`src/rtl/program_loader.sv`:
```
// Program memory loader: accepts a framed byte stream (LEN, 2*LEN data bytes
// high-first, CHK) and writes 16-bit words to program memory from address 0.
// The core is held in reset until a load completes with a matching checksum.
module program_loader #(
  parameter int unsigned ADDR_W    = 5,
  parameter int unsigned MAX_WORDS = 31
) (
  input  logic              clock,
  input  logic              reset,
  input  logic              start,
  input  logic [7:0]        in_data,
  input  logic              in_valid,
  output logic              in_ready,
  output logic              pm_we,
  output logic [ADDR_W-1:0] pm_addr,
  output logic [15:0]       pm_wdata,
  output logic              cpu_reset,
  output logic              busy,
  output logic              done,
  output logic              error,
  output logic [5:0]        words_loaded
);

  localparam logic [7:0] MaxWordsByte = 8'(MAX_WORDS);

  typedef enum logic [2:0] {
    StIdle,
    StLen,
    StHi,
    StLo,
    StWr,
    StChk,
    StDone,
    StErr
  } state_e;

  state_e            r_state;
  logic [5:0]        r_len;
  logic [7:0]        r_hi;
  logic [7:0]        r_chk;
  logic              r_pm_we;
  logic [ADDR_W-1:0] r_pm_addr;
  logic [15:0]       r_pm_wdata;
  logic              r_cpu_reset;
  logic              r_busy;
  logic              r_done;
  logic              r_error;
  logic [5:0]        r_words_loaded;

  logic              w_xfer;
  logic [5:0]        w_words_next;

  // Byte acceptance is decoded straight from state so the host sees it this cycle.
  always_comb begin
    in_ready = 1'b0;
    unique case (r_state)
      StLen, StHi, StLo, StChk: in_ready = 1'b1;
      default:                  in_ready = 1'b0;
    endcase
  end

  assign w_xfer       = in_valid && in_ready;
  assign w_words_next = r_words_loaded + 6'd1;

  // Loader FSM with all status and write-port outputs registered.
  always_ff @(posedge clock) begin
    if (reset) begin
      r_state        <= StIdle;
      r_len          <= '0;
      r_hi           <= '0;
      r_chk          <= '0;
      r_pm_we        <= 1'b0;
      r_pm_addr      <= '0;
      r_pm_wdata     <= '0;
      r_cpu_reset    <= 1'b1;
      r_busy         <= 1'b0;
      r_done         <= 1'b0;
      r_error        <= 1'b0;
      r_words_loaded <= '0;
    end else begin
      unique case (r_state)
        // Idle, Done and Err all accept a new load request the same way.
        StIdle, StDone, StErr: begin
          if (start) begin
            r_state        <= StLen;
            r_cpu_reset    <= 1'b1;
            r_busy         <= 1'b1;
            r_done         <= 1'b0;
            r_error        <= 1'b0;
            r_words_loaded <= '0;
            r_pm_addr      <= '0;
            r_chk          <= '0;
          end
        end
        StLen: begin
          if (w_xfer) begin
            r_len <= in_data[5:0];
            r_chk <= in_data;
            if (in_data > MaxWordsByte) begin
              r_state <= StErr;
              r_error <= 1'b1;
              r_busy  <= 1'b0;
            end else if (in_data == 8'd0) begin
              r_state <= StChk;
            end else begin
              r_state <= StHi;
            end
          end
        end
        StHi: begin
          if (w_xfer) begin
            r_hi    <= in_data;
            r_chk   <= r_chk ^ in_data;
            r_state <= StLo;
          end
        end
        StLo: begin
          if (w_xfer) begin
            r_pm_wdata <= {r_hi, in_data};
            r_chk      <= r_chk ^ in_data;
            r_pm_we    <= 1'b1;
            r_state    <= StWr;
          end
        end
        // Single write cycle; the address advances only after the word lands.
        StWr: begin
          r_pm_we        <= 1'b0;
          r_pm_addr      <= r_pm_addr + ADDR_W'(1);
          r_words_loaded <= w_words_next;
          if (w_words_next == r_len) begin
            r_state <= StChk;
          end else begin
            r_state <= StHi;
          end
        end
        StChk: begin
          if (w_xfer) begin
            r_busy <= 1'b0;
            if (in_data == r_chk) begin
              r_state     <= StDone;
              r_done      <= 1'b1;
              r_cpu_reset <= 1'b0;
            end else begin
              r_state <= StErr;
              r_error <= 1'b1;
            end
          end
        end
        default: r_state <= StIdle;
      endcase
    end
  end

  assign pm_we        = r_pm_we;
  assign pm_addr      = r_pm_addr;
  assign pm_wdata     = r_pm_wdata;
  assign cpu_reset    = r_cpu_reset;
  assign busy         = r_busy;
  assign done         = r_done;
  assign error        = r_error;
  assign words_loaded = r_words_loaded;

endmodule
```
`config.mk`:
```
export PLATFORM = sky130hd
export DESIGN_NAME = program_loader
export DESIGN_NICKNAME = d
export VERILOG_FILES = /design/src/rtl/program_loader.sv
export SDC_FILE = /design/constraint.sdc
export NUM_CORES = 1
export LEC_CHECK = 0
export CAP_MARGIN = 20
export CORE_UTILIZATION = 45
export CTS_CLUSTER_SIZE = 12
export DETAILED_ROUTE_END_ITERATION = 10
export PLACE_DENSITY = 0.73
export SETUP_SLACK_MARGIN = 0.4
export SYNTH_ARGS = -nofsm -noshare
export SYNTH_HDL_FRONTEND = slang
export SYNTH_SLANG_ARGS = --single-unit
```
`constraint.sdc`:
```
create_clock -name clock -period 3.29 [get_ports clock]
set_clock_uncertainty 0.15 [all_clocks]
set_input_delay 0.658 -clock clock [delete_from_list [all_inputs] [get_ports clock]]
set_output_delay 0.658 -clock clock [all_outputs]
set_load 0.005 [all_outputs]
```
---- Yosys cells after proc, flatten, opt, wreduce, memory -nomap -nowiden ----
Index checks and enable logic that the tools add are counted.
word-level totals
  logic and storage cells ................. 93
  output and inout port bits .............. 33
  memories ................................ 0
  bits in writable memories ............... 0
  register bits ........................... 57
  latch bits .............................. 0
  ROM bits ................................ 0
operators by class
  equality and inequality tests ........... 18
  add/sub/neg operators ................... 2
  magnitude comparators ................... 1
  divide/modulo/power cells ............... 0
  multiplexer cells ....................... 38
  bitwise gates (word level) .............. 1
  reductions and logical operators ........ 21
  multipliers ............................. 0
  shift-type cells ........................ 0
operators by type and width
  cell                 number
  $mux 3               8
  $mux 8               3
  $pmux 8 s3           1
  $pmux 3 s6           1
  $mux 1               16
  $ne 2x2->1 const B   8
  $eq 3x3->1 const B   4
  $pmux 6 s2           1
  $pmux 5 s2           1
  $reduce_and 2->1     5
  $reduce_and 5->1     2
  $eq 8x8->1           1
  $gt 8x5->1 const B   1
  $logic_not 8->1      1
  $reduce_and 4->1     2
  $xor 8x8->8          1
  $add 6x1->6 const B  1
  $eq 3x2->1 const B   2
  $eq 6x6->1           1
  $mux 6               1
  $pmux 1 s2           3
  $pmux 1 s3           2
  $reduce_and 6->1     1
  $reduce_bool 2->1    3
  other kinds (10)     11

---- Logic depth before layout (Yosys ltp) ----
Gate-level depths: netlist of run 1.
  depth after elaboration ................. 6
  mapped depth ............................ 8
  mapped depth without buffers ............ 6

---- Worst setup path after synthesis of run 1 ----
Ideal clock, no wire load.
  path kind ............................... input -> register
  start ................................... input in_data[2]
  end ..................................... register r_cpu_reset (netlist: cpu_reset)
  arrival ................................. 1667 ps
  stages on the path ...................... 6
  required time ........................... 3008 ps
  slack ................................... 1341 ps
  cells stage by stage .................... buf_2 > xor2_1 > nor4_2 > nand2_1 > o31ai_1 > o211ai_1
on the way
  word-level cells in the longest chain between the ends .. 3
RTL lines
  what                               line  RTL
  start, declared                    11    input logic [7:0] in_data,
  $eq 8x8->1                         139   if (in_data == r_chk) begin
  $ne 2x2->1 (no source line)        --
  $reduce_and 4->1 (no source line)  --
  end signal, assigned               75    r_cpu_reset <= 1'b1;
  end signal, assigned               86    r_cpu_reset <= 1'b1;
  end signal, assigned               142   r_cpu_reset <= 1'b0;
  end, declared                      44    logic r_cpu_reset;
Every way passes these cells.
A chain may end at the register's enable or synchronous reset.

---- Final worst setup path of run 1 ----
  start ................................... register r_state[1]
  end ..................................... output in_ready
on the way
  word-level cells in the longest chain between the ends .. 3
RTL lines
  what                                      line  RTL
  start, declared                           37    state_e r_state;
  start signal, assigned                    68    r_state <= StIdle;
  start signal, assigned                    85    r_state <= StLen;
  start signal, assigned                    100   r_state <= StErr;
  $eq 3x3->1, or another cell as far along  56    unique case (r_state)
  $reduce_or 4->1 *                         56
  $mux 1 *                                  56
  end, declared                             13    output logic in_ready,
Every way passes the cells marked *; elsewhere a longest branch is shown, timed or not.

==> results by group, run 1 <==
Run status
  • Run status: finished, final reports clean

Logic synthesis
  • Most common cell in the synthesized netlist: nand2_1
  • Number of synthesized flops with an enable pin: 0
  • Post-synth net total: ~370
  • Cells after synthesis: 357
  • YS warnings: 0
  • Syn avg cell area: 7.788 sq um
  • Top_reg_cell synth: dfxtp_1
  • Synthesized flop and latch total: 57
  • Async set-reset flop share out of synthesis: 0
  • Synth Cell Area: 2780 sq um
  • Seq/Total Area, Yosys: 0.4104
  • Post-synth top cells: 60 x nand2_1, 57 x dfxtp_1, 54 x a21oi_1
  • Synth unique cells: 46
  • Top cell type's share of synthesized area: 0.4104
  • Yosys top cell by area: dfxtp_1
  • Synth area leaders: dfxtp_1 41%, a21oi_1 9.7%, nand2_1 8.1%

Timing
  • Slew HR: 0.5237
  • Minimum clock period: ~2.7 ns
  • Final worst slack: 0.5825 ns
  • Worst Tran Pin Value: 0.7135 ns
  • Period utilization: 0.8229
  • Final Hold Viols: 0
  • Max frequency: 369.3 MHz
  • Max Slew Vio Count: 0
  • Setup TNS: 0 ns
  • # setup viols final: 0
  • RSZ-0062 raised after global routing: false
  • Fin Hold WS: roughly 0.29 ns

Job
  • Max cap viols: 0

Clock network
  • Postcts setup bufs: 0
  • TritonCTS clock tree: built
  • Root buffer cell: clkbuf_8
  • Post-cts gate resize count: 0
  • CTS Buf Count: 9
  • H-tree Lvls: 3
  • Clk pin slew, worst setup/hold paths: 0.06 ns
  • Clock Tree Buf Depth: 2
  • Clk_lat worst skew: 0.34 ns
  • Post-cts hold buffer count: 0
  • CTS sink count: 57

Global routing
  • Vias in the first global route: roughly 2,300
  • Largest net degree at the start of global routing: 40
  • Total GRT Usage: 0.2217
  • Gr ovfl total: 0
  • Initial antenna violation count: 0
  • First-pass GRT wire length: 10,850 um

Worst setup path
  • Crit path arrival time: roughly 1.9 ns
  • Kind of critical path: reg -> out
  • Worst Setup End Kind: primary output
  • CP max FO: 22
  • Worst R2R Setup Slack: 1.09 ns
  • Critical path required time: 2.48 ns
  • Startpoint Class: flip-flop

Floorplanning
  • Die area: 6496 sq um
  • Initial Util: 0.4668
  • Rows: 28
  • Core region area: 5956 sq um
  • Die W: 80.60 um
  • I/O Pins: 45
  • Die height: 80.60 um

Worst hold path
  • Hold Path Class: reg -> reg

Layout
  • Diode count: 0
  • Share of layout cells above drive strength 1: 0.08101
  • Area delta synth->final: 23.40%
  • Final #Nets: 404

Placement
  • Pre-CTS setup slack: about 0.65 ns
  • Port Buffers: 44
  • Hpwl dp: 4492 um
  • GPL Wtd Cong: 0.8185

Power
  • Pwr dens: approximately 480 nW/um^2
  • Peak supply drop: about 0.27 mV
  • Leak: 1.227 nW

Drt
  • Vias per cell: 5.496
  • Final wirelength: 6631 um
  • Starting DRT DRC Count: about 160
  • DRC violations left: 0
  • Drt wl/cell: about 14 um
  • Vias post-DR: 2,583
  • DRT Pass-1 Iters: 6
  • Antenna-violating nets left: 0
[worst max-delay path: stages (launching register included)]
cell             delay [ns]
dfxtp_1                0.78
and2_1                 0.29
nor2_1                 0.06
clkdlybuf4s50_1        0.44
[final timing paths]
kind	cells after the start	startpoint	end
max	3	r_state[1]	in_ready
min	2	error	error
max reg2reg	5	r_state[1]	words_loaded[2]
min reg2reg	2	error	error
[cell usage in the layout (no fill, tap or decap), types with 2 or more instances in the layout]
master	Yosys	final
mux2i_1	7	7
nor2_4	2	2
clkinvlp_4	0	2
bufinv_16	0	2
and2_1	4	4
xnor2_1	5	5
nand3b_1	2	2
or2_1	2	2
a211o_1	2	2
or3_1	6	6
a21oi_1	54	54
dfxtp_1	57	57
nor2_1	29	29
nand3_1	18	18
o21ai_1	16	16
clkbuf_8	0	9
nand2_1	60	60
nor3_2	2	2
o21ai_0	11	11
clkdlybuf4s50_1	0	43
o31ai_1	2	2
nor4_2	2	2
and3_1	5	5
xor2_1	10	10
clkinv_2	0	2
buf_4	3	3
nand2b_1	4	4
ha_1	2	2
and3b_1	2	2
nor3_1	7	7
inv_1	3	3
[registers in the layout, summed over array words and instances (netlist names)]
signal and cells:
pm_addr 5, r_hi 8, error 1, done 1, r_len 6, pm_wdata 16, cpu_reset 1, r_chk 8
r_state 3, pm_we 1, busy 1, words_loaded 6
[per-stage QoR]
| stage | cells | utilization | power [mW] | instance area [sq um] |
|---|---|---|---|---|
| detailed placement | 454 | 0.5395 | 0.9527 | 3213 |
| global placement | 454 | 0.5395 | 0.9489 | 3213 |
| CTS | 470 | 0.5761 | 1.668 | 3431 |
| global route | 470 | 0.5761 | 1.726 | 3431 |
| floorplan | 357 | - | 0.8891 | 2780 |
| finish | 470 | 0.5761 | 1.660 | 3431 |
[where the power goes]
| group | leakage (nW) | total [mW] | switching [mW] | internal, mW |
|---|---|---|---|---|
| logic | 0.660 | 0.203 | 0.120 | 0.0831 |
| registers | 0.461 | 0.737 | 0.0266 | 0.710 |
| clock network | 0.106 | 0.720 | 0.295 | 0.426 |
| total | 1.23 | 1.66 | 0.441 | 1.22 |
[cell type report]
cell class	count	area (sq um)
clock buffer	9	123.9
clock inverter	7	93.84
fill	557	2525
inverter	5	18.77
multi-input combinational	270	1501
sequential	57	1141
tap	75	93.84
timing repair buffer	47	457.9
[per-layer routing]
layer | part of all wire | up-vias | GRT usage
met5 | 0 | - | 0
met4 | 0.013 | 0 | 0.08750
met3 | 0.054 | 9 | 0.05341
met2 | 0.46 | 97 | 0.3373
met1 | 0.47 | 1188 | 0.2987
li1 | - | 1289 | -
[kinds of logic (layout without fill, tap and decap cells)]
family	Yosys count	count (layout)	share of synthesized area
xor+xnor	15	15	0.04725
flops	57	57	0.4104
fa+ha+maj	2	2	0.008999
compound gates	95	95	0.1904
buf+inv	30	68	0.04950
simple gates	151	151	0.2682
mux	7	7	0.02520
Power figures use the tool's default switching activity.
==> run 2, diff against run 1 <==
- clock period: 3.29 -> 2.6 ns (I/O delays scaled with it)
==> results by group, run 2 (synthesis results as in run 1) <==
Placement
  • Placed insts: 470 (was 454)
  • Hpwl dp: 4687 um (was 4492 um)
  • Placed Area: 3333 sq um (was 3213 sq um)
  • Port Buffers: 44 (unchanged)
  • GPL Wtd Cong: 0.8071 (was 0.8185)

Clock network
  • Clk pin slew, worst setup/hold paths: 0.07 ns (was 0.06 ns)
  • CTS sink count: 57 (unchanged)
  • H-tree Lvls: 3 (unchanged)
  • TritonCTS clock tree: built (unchanged)
  • CTS Buf Count: 9 (unchanged)
  • Root buffer cell: clkbuf_8 (unchanged)
  • Clock Tree Buf Depth: 2 (unchanged)
  • Post-cts hold buffer count: 0 (unchanged)
  • Clk_lat worst skew: 0.34 ns (about the same)

Layout
  • Diode count: 0 (unchanged)
  • Sequential cell area: 1146 sq um (was 1141 sq um)
  • Area delta synth->final: 29.25% (was 23.40%)
  • Share of layout cells above drive strength 1: 0.1290 (was 0.08101)
  • Area of the multi-input gates: 1514 sq um (was 1501 sq um)
  • Non-Filler Instances: 486 (was 470)
  • Cell area after layout: 3593 sq um (was 3431 sq um)
  • Most common cell after layout, fill and taps aside: nand2_1 (unchanged)
  • Most frequent cells in the layout: 60 x nand2_1, 55 x dfxtp_1, 54 x a21oi_1, 43 x clkdlybuf4s50_1, 28 x nor2_1 (was 60 x nand2_1, 57 x dfxtp_1, 54 x a21oi_1, 43 x clkdlybuf4s50_1, 29 x nor2_1)
  • Max FFs per register: 16 (unchanged)
  • Fillers: 542 (was 557)
  • Final #Nets: 420 (was 404)

Drt
  • Vias post-DR: 2,687 (was 2,583)
  • Drt wl/cell: 14.34 um (was 14.11 um)
  • Highest metal used: met4 (unchanged)
  • Final wirelength: 6969 um (was 6631 um)
  • DRT Pass-1 Iters: 4 (was 6)
  • Antenna-violating nets left: 0 (unchanged)
  • Met2 Wirelength: 3305 um (was 3047 um)
  • Starting DRT DRC Count: 186 (was 161)
  • Met1 WL: 3168 um (was 3136 um)
  • DRC violations left: 0 (unchanged)
  • Vias per cell: 5.529 (was 5.496)
  • Met3 routed WL: 421 um (was 361 um)

Global routing
  • Initial antenna violation count: 0 (unchanged)
  • Gr ovfl total: 0 (unchanged)
  • Largest net degree at the start of global routing: 33 (was 40)
  • Total GRT Usage: 0.2344 (was 0.2217)
  • First-pass GRT wire length: 11,630 um (was 10,850 um)
  • Vias in the first global route: 2,454 (was 2,285)

Timing
  • Final Hold Viols: 0 (unchanged)
  • Minimum clock period: 2.166 ns
  • Setup TNS: 0 ns (unchanged)
  • RSZ-0062 raised after global routing: true (was false)
  • Period utilization: 0.8332
  • # setup viols final: 0 (unchanged)
  • Worst Tran Pin Value: 0.6089 ns (was 0.7135 ns)
  • Max frequency: 461.6 MHz
  • Slew HR: 0.5941 (was 0.5237)
  • Max Slew Vio Count: 0 (unchanged)

Floorplanning
  • I/O Pins: 45 (unchanged)
  • Die area: 6496 sq um (unchanged)
  • Die height: 80.60 um (unchanged)
  • Die W: 80.60 um (unchanged)
  • Core region area: 5956 sq um (unchanged)
  • Rows: 28 (unchanged)
  • Initial Util: 0.4668 (unchanged)

Worst setup path
  • Crit path arrival time: 1.50 ns (was 1.90 ns)
  • Kind of critical path: reg -> out (unchanged)
  • Worst Setup End Kind: primary output (unchanged)
  • Critical path required time: 1.93 ns (was 2.48 ns)
  • Startpoint Class: flip-flop (unchanged)
  • Worst-path cell chain: and2_1 -> nor2_2 -> clkdlybuf4s50_1 (was and2_1 -> nor2_1 -> clkdlybuf4s50_1)
  • CP max stage delay: 0.49 ns (was 0.78 ns)
  • Max stage delay cell, worst path: clkdlybuf4s50_1 (was dfxtp_1)
  • CP max FO: 7 (was 22)

Power
  • Pwr dens: 620.8 nW/um^2 (was 484.0 nW/um^2)
  • Peak supply drop: 0.3390 mV (was 0.2697 mV)
  • Net Sw Power: 571.2 uW (was 441.3 uW)
  • Switch share: 0.2561 (was 0.2658)
  • Share of total power in the clock network: 0.454 (was 0.434)
  • Cell Int Power: 1.660 mW (was 1.219 mW)
  • Leak: 1.320 nW (was 1.227 nW)
  • Total Power: 2.231 mW (was 1.660 mW)
  • Seq pwr share: 0.416 (was 0.444)
  • Power share of the combinational group: 0.130 (was 0.122)

Worst hold path
  • Hold Path Class: reg -> reg (unchanged)

Job
  • Max cap viols: 0 (unchanged)

Run status
  • Run status: finished, final reports clean (unchanged)
==> run 2: cell count changes in the layout (fill, tap and decap cells not counted), sizes merged <==
cell	previous run	this run
buf	4	20
inv	5	4
bufinv	2	3
==> run 2: stage by stage <==
stage          utilization  hold WS, ns  setup WS (ns)
5_1_grt             0.6034       0.3182         0.3734
2_1_floorplan            -       0.2821         0.7781
3_3_place_gp        0.5597       0.2816         0.1986
4_1_cts             0.6013       0.2987         0.4015
3_5_place_dp        0.5597       0.2873         0.1515
6_report            0.6034       0.2975         0.4337
==> run 2: worst max-delay path, delay by kind of cell, from the launching register on <==
kind                   cells  cell delay (ns)
buffers and inverters      1             0.49
DFF                        1             0.35
and+or+nand+nor            2             0.32
==> run 2: worst paths after layout <==
check / startpoint / slack [ns] / cells after the start / endpoint
worst min register to register: error / 0.30 / 2 / error
worst min-delay path: error / 0.30 / 2 / error
worst max-delay path: r_state[2] / 0.43 / 3 / in_ready
worst max register to register: words_loaded[0] / 0.62 / 6 / r_state[0]
==> run 2: power by group through the flow <==
stage               Sequential (mW)  Clock (mW)  Combinational, mW
finish                        0.927        1.01              0.290
global route                  0.930        1.07              0.320
CTS                           0.927        1.03              0.285
detailed placement            0.946           0              0.282
global placement              0.945           0              0.275
floorplan                     0.936           0              0.189
==> run 2: layout make-up <==
| type | instances | area share |
|---|---|---|
| inverters | 5 | 0.005223 |
| clock inverters | 7 | 0.03308 |
| repair buffers | 63 | 0.1609 |
| flip-flops and latches | 57 | 0.3189 |
| multi-input cells | 270 | 0.4213 |
| well taps | 75 | 0.02611 |
| clock buffers | 9 | 0.03447 |
==> run 2: layer usage <==
metal / up-vias / GRT usage
met5: - / 0
li1: 1325 / -
met2: 83 / 0.3788
met3: 6 / 0.05227
met4: 0 / 0.07857
met1: 1273 / 0.3055
==> run 2: what timing repair did <==
action | in CTS | in global routing
resized for setup | 3 | 3
pin swaps | 0 | 1
setup endpoints to repair | 1 | 4
hold endpoints to repair | 0 | 0
setup buffers | 0 | 0
